[src/rtl/cnn_pkg.sv]
// Shared CNN accelerator constants and the DMA arbiter state encoding.
package cnn_pkg;

  localparam int unsigned MEM_ADDR_SIZE = 20;
  localparam int unsigned DATA_SIZE     = 16;
  localparam int unsigned BLOCK_SIZE    = 150;

  typedef enum logic [1:0] {
    StIdle = 2'd0,
    StXfer = 2'd1,
    StDone = 2'd2
  } arb_state_e;

  // Index width that stays at least one bit wide for degenerate sizes.
  function automatic int unsigned idx_width(input int unsigned n);
    return (n > 1) ? $clog2(n) : 1;
  endfunction

endpackage

[src/rtl/cnn_rr_picker.sv]
// Rotating-priority picker: first set request at or after rr_ptr_i, wrapping to 0.
module cnn_rr_picker #(
  parameter int unsigned NReq = 4,
  localparam int unsigned IdxW = cnn_pkg::idx_width(NReq)
) (
  input  logic [NReq-1:0] req_i,
  input  logic [IdxW-1:0] rr_ptr_i,
  output logic            valid_o,
  output logic [IdxW-1:0] idx_o
);

  always_comb begin
    int unsigned j;
    valid_o = 1'b0;
    idx_o   = '0;
    j       = 0;
    for (int unsigned i = 0; i < NReq; i++) begin
      j = (32'(rr_ptr_i) + i) % NReq;
      if (!valid_o && req_i[IdxW'(j)]) begin
        valid_o = 1'b1;
        idx_o   = IdxW'(j);
      end
    end
  end

endmodule

[src/rtl/cnn_dma_arbiter.sv]
// Round-robin arbiter granting one DMA transfer at a time to the CNN requesters,
// with a per-transfer completion timeout.
module cnn_dma_arbiter #(
  parameter int unsigned N_REQ         = 4,
  parameter int unsigned MEM_ADDR_SIZE = cnn_pkg::MEM_ADDR_SIZE,
  parameter int unsigned LEN_W         = 8,
  parameter int unsigned TIMEOUT       = 1023,
  localparam int unsigned IdxW         = cnn_pkg::idx_width(N_REQ)
) (
  input  logic                             clk,
  input  logic                             reset,
  input  logic [N_REQ-1:0]                 req_valid,
  input  logic [N_REQ-1:0]                 req_write,
  input  logic [N_REQ*MEM_ADDR_SIZE-1:0]   req_addr,
  input  logic [N_REQ*LEN_W-1:0]           req_len,
  output logic [N_REQ-1:0]                 req_ready,
  output logic [N_REQ-1:0]                 req_done,
  output logic [N_REQ-1:0]                 req_err,
  output logic                             dma_enable,
  output logic                             dma_write,
  output logic [MEM_ADDR_SIZE-1:0]         dma_addr,
  output logic [LEN_W-1:0]                 dma_len,
  input  logic                             dma_done,
  output logic [IdxW-1:0]                  grant_id,
  output logic                             busy
);

  import cnn_pkg::*;

  localparam int unsigned CntW = idx_width(TIMEOUT + 1);

  arb_state_e       state_q;
  logic [IdxW-1:0]  rr_ptr_q;
  logic [CntW-1:0]  cnt_q;
  logic             pick_valid;
  logic [IdxW-1:0]  pick_idx;

  logic [MEM_ADDR_SIZE-1:0] addr_arr [N_REQ];
  logic [LEN_W-1:0]         len_arr  [N_REQ];

  for (genvar i = 0; i < N_REQ; i++) begin : g_unpack
    assign addr_arr[i] = req_addr[i*MEM_ADDR_SIZE +: MEM_ADDR_SIZE];
    assign len_arr[i]  = req_len[i*LEN_W +: LEN_W];
  end

  cnn_rr_picker #(
    .NReq(N_REQ)
  ) u_picker (
    .req_i   (req_valid),
    .rr_ptr_i(rr_ptr_q),
    .valid_o (pick_valid),
    .idx_o   (pick_idx)
  );

  assign busy = (state_q != StIdle);

  always_ff @(posedge clk or negedge reset) begin
    if (!reset) begin
      state_q    <= StIdle;
      rr_ptr_q   <= '0;
      cnt_q      <= '0;
      grant_id   <= '0;
      req_ready  <= '0;
      req_done   <= '0;
      req_err    <= '0;
      dma_enable <= 1'b0;
      dma_write  <= 1'b0;
      dma_addr   <= '0;
      dma_len    <= '0;
    end else begin
      req_ready <= '0;
      req_done  <= '0;
      req_err   <= '0;
      unique case (state_q)
        StIdle: begin
          if (pick_valid) begin
            grant_id   <= pick_idx;
            dma_write  <= req_write[pick_idx];
            dma_addr   <= addr_arr[pick_idx];
            dma_len    <= len_arr[pick_idx];
            // Zero-length requests are acknowledged without touching the DMA.
            dma_enable <= (len_arr[pick_idx] != '0);
            cnt_q      <= '0;
            req_ready  <= N_REQ'(1) << pick_idx;
            state_q    <= StXfer;
          end
        end
        StXfer: begin
          // A done arriving on the timeout edge still counts as success.
          if (dma_done || (dma_len == '0)) begin
            dma_enable <= 1'b0;
            req_done   <= N_REQ'(1) << grant_id;
            state_q    <= StDone;
          end else if (cnt_q == CntW'(TIMEOUT)) begin
            dma_enable <= 1'b0;
            req_done   <= N_REQ'(1) << grant_id;
            req_err    <= N_REQ'(1) << grant_id;
            state_q    <= StDone;
          end else begin
            cnt_q <= cnt_q + 1'b1;
          end
        end
        StDone: begin
          rr_ptr_q <= (grant_id == IdxW'(N_REQ - 1)) ? '0 : grant_id + 1'b1;
          state_q  <= StIdle;
        end
        default: state_q <= StIdle;
      endcase
    end
  end

endmodule
[config.mk]
export PLATFORM = sky130hd
export DESIGN_NAME = cnn_dma_arbiter
export DESIGN_NICKNAME = d
export VERILOG_FILES = /design/src/rtl/cnn_pkg.sv /design/src/rtl/cnn_rr_picker.sv /design/src/rtl/cnn_dma_arbiter.sv
export SDC_FILE = /design/constraint.sdc
export NUM_CORES = 1
export LEC_CHECK = 0
export ABC_AREA = 1
export BUFFER_PORTS_ARGS = -buffer_cell sky130_fd_sc_hd__buf_2
export CAP_MARGIN = 40
export CORE_UTILIZATION = 40
export DETAILED_ROUTE_END_ITERATION = 8
export PLACE_DENSITY = 0.71
export SLEW_MARGIN = 20
export SYNTH_ARGS = -nofsm -noshare
export SYNTH_HDL_FRONTEND = slang
export SYNTH_SLANG_ARGS = --single-unit
[constraint.sdc]
create_clock -name clk -period 3.85 [get_ports clk]
set_clock_uncertainty 0.15 [all_clocks]
set_input_delay 0.1925 -clock clk [delete_from_list [all_inputs] [get_ports clk]]
set_output_delay 0.1925 -clock clk [all_outputs]
set_load 0.02 [all_outputs]
==> qor.txt <==
Via-per-instance ratio - 5.03
Pin count of the biggest net entering global routing - 59
Final setup vio count - 0
ANT cells - 0
Final Non-Filler Cells - 791
I/O pins - 168
Worst-Margin Slew - 614 ps
Logic pwr share - 67.6%
CP Class - register to register
# fillers - 818
Final Wtd Congestion - 0.848
Drc violations - 0
WP data arrival - 3530 ps
H-Tree Depth - 3
Hold buffer count at CTS - 19
Fin nets - 809
Port Buffer Count - 167
Placed cells - 754
Kind of end point of the critical path - register
Slew HR - 59.1%
Sequential power share - 22.1%
Synthesis-stage register bit count - 58
Status - completed
Number of nets with antenna violations after routing - 0
Number of gates resized after CTS - 0
PD cells - 967 nW/um^2
Power Internal - 2.17 mW
CP Data Required Time - 3920 ps
Initial Util - 42.0%
Switching share of total power - 53.0%
Drt first pass iters - 6
Multi-input logic area - 1790 um^2
Clk network pwr share - 10.3%
CTS tree - yes
Clk pin slew, worst setup/hold paths - 70 ps
Setup TNS - 0 ps
Clk Latency, worst-skew pair - 330 ps
Vias in the first global route - 3820
Final hold violation count - 0
Total gr overflow - 0
CTS Buf Count - 9
Critical Path Start - rr_ptr_q[0]$_DFFE_PN0N_
Syn. warnings - 0
Clk sinks - 58
First-pass GRT wire length - 17.2 mm
P&R area growth vs syn - 35.9%
Post-synth top flop - dfrtp_1
Wirelength per Cell - 13.3 um
First DRT Iteration DRCs - 229
Leak - 2.58 nW
Sequential element share of the synthesized area - 41.4%
Synthesized instance count - 501
Layout cells sized above 1 - 30.2%
Syn nets - 629
Hold Crit Start - req_addr[31]
Netlist Area Pre-Place - 3510 um^2
Drt total wl - 10.5 mm
Distinct cells, synth - 29
Worst-case reg-to-reg path depth - 14
Fmax - 0.289 GHz
Slew Viols, Final - 0
Clk buf depth - 2
Critical path peak fanout - 45
Die Wd - 95.6 um
Via count - 3976
EDFF count, synth - 0
Worst vdd ir - 0.478 mV
Maxcap violations - 0
Initial antenna violation count - 0
Fin area - 4770 um^2
Worst hold path class - input port to register
Syn_area_per_cell - 7.00 um^2
Setup Buffers After CTS - 0
Seq. cell area - 1450 um^2
Core box area - 8340 um^2
Post-synth ARST share - 100%
Worst Setup EP - dma_addr[19]$_DFFE_PN0P_
Net Sw Power - 2.44 mW
Die Y-Extent - 95.6 um
Row count - 33
Crit path launch type - register
GR Util All Layers - 24.6%
R2r setup slk - 390 ps
Die area - 9150 um^2
Reg2reg start - rr_ptr_q[0]$_DFFE_PN0N_
RSZ-0062 raised after global routing - false
Final period utilization - 89.8%
Final min period - 3460 ps
DP HPWL - 7.66 mm
Reg2Reg Capture Point - dma_addr[19]$_DFFE_PN0P_
Clock root buffer - clkbuf_8
Post-Place Cell Area - 4360 um^2
==> cell families (layout without fill, tap and decap cells) <==
logic type	Yosys count	after routing	synth area share, %
simple gates	335	335	42.1
flops	58	58	41.4
buf+inv	57	242	7.71
compound gates	46	46	6.99
fa+ha+maj	5	5	1.78
==> final cells by class <==
class | instances | area share [%]
inverter | 34 | 2.73
clock buffer | 13 | 3.12
timing repair buffer | 192 | 23.2
multi-input combinational | 386 | 37.5
sequential | 58 | 30.5
tap | 105 | 2.76
clock inverter | 3 | 0.315
==> metrics by stage <==
stage	power, mW	utilization [%]	hold WS, ps	setup WS [ps]
4_1_cts	4.58	56.6	20.1	142
3_3_place_gp	3.87	52.3	146	822
6_report	4.61	57.1	35.3	393
2_1_floorplan	3.25	-	-253	1830
5_1_grt	5.07	57.1	23.8	182
3_5_place_dp	3.92	52.3	155	669
==> power by group through the flow <==
stage	Clock, mW	Combinational [mW]	Sequential, mW
4_1_cts	0.492	3.07	1.02
3_3_place_gp	0	2.84	1.02
2_1_floorplan	0	2.03	1.23
6_report	0.473	3.11	1.02
3_5_place_dp	0	2.90	1.02
5_1_grt	0.524	3.49	1.05
==> synth_stat cells (3+ instances only) <==
master / instances / area (um^2)
nand3_2: 3 / 30.0
o21ai_0: 17 / 85.1
o21ai_1: 9 / 45.0
nor4_1: 3 / 18.8
buf_2: 13 / 65.1
inv_1: 29 / 109
a31oi_1: 10 / 62.6
nor2_1: 20 / 75.1
buf_6: 4 / 45.0
nand4_1: 3 / 18.8
clkbuf_1: 4 / 15.0
dfrtp_1: 58 / 1450
nand3_1: 86 / 430
nor3_1: 11 / 55.1
nand2_1: 192 / 721
ha_1: 5 / 62.6
a21oi_1: 9 / 45.0
nand2_2: 9 / 56.3
==> critical path: stages (launching register included) <==
cell	delay, ps
dfrtp_1	550
inv_2	150
nand2_1	120
nand2_2	100
nand2_1	70
nand2_1	60
a21oi_1	180
nand2_2	250
nand2_4	160
clkinv_2	480
nand2_1	220
nand3_1	90
o21ai_0	90
a31oi_1	70
dlygate4sd3_1	600
==> routing by layer <==
| metal | vias up | GRT usage, % | share of wire [%] |
|---|---|---|---|
| met5 | - | 0 | 0 |
| li1 | 1995 | - | - |
| met3 | 14 | 6.86 | 6.3 |
| met1 | 1796 | 29.4 | 41 |
| met2 | 171 | 42.2 | 51 |
| met4 | 0 | 8.83 | 1.7 |
==> registers in the layout (all words and copies together) (netlist names) <==
name	count
rr_ptr_q	2
dma_enable	1
grant_id	2
req_ready	4
dma_addr	20
cnt_q	10
dma_write	1
dma_len	8
state_q	2
req_err	4
req_done	4
==> worst min path at each step <==
stage / slack (ps) / end / depth (start not counted)
2_1_floorplan: -250 / cnt_q[0]$_DFFE_PN0P_ / 0
3_3_place_gp: 150 / rr_ptr_q[0]$_DFFE_PN0N_ / 1
3_5_place_dp: 160 / dma_len[5]$_DFFE_PN0P_ / 1
4_1_cts: 20 / dma_addr[5]$_DFFE_PN0P_ / 5
5_1_grt: 20 / dma_addr[5]$_DFFE_PN0P_ / 5
6_report: 40 / dma_addr[11]$_DFFE_PN0P_ / 5
==> placed cells by master, fill, tap and decap left out, types with 2 or more instances in the layout <==
cell	count
a21oi_1	9
a31oi_1	10
buf_2	167
buf_4	4
clkbuf_1	3
clkbuf_8	10
clkinv_2	5
dfrtp_1	58
dlygate4sd3_1	19
ha_1	5
inv_1	29
inv_2	2
nand2_1	192
nand2_2	9
nand2_4	2
nand3_1	86
nand3_2	3
nand4_1	3
nor2_1	20
nor2_4	2
nor3_1	11
nor4_1	3
o21ai_0	17
o21ai_1	9
Power figures use the tool's default switching activity.
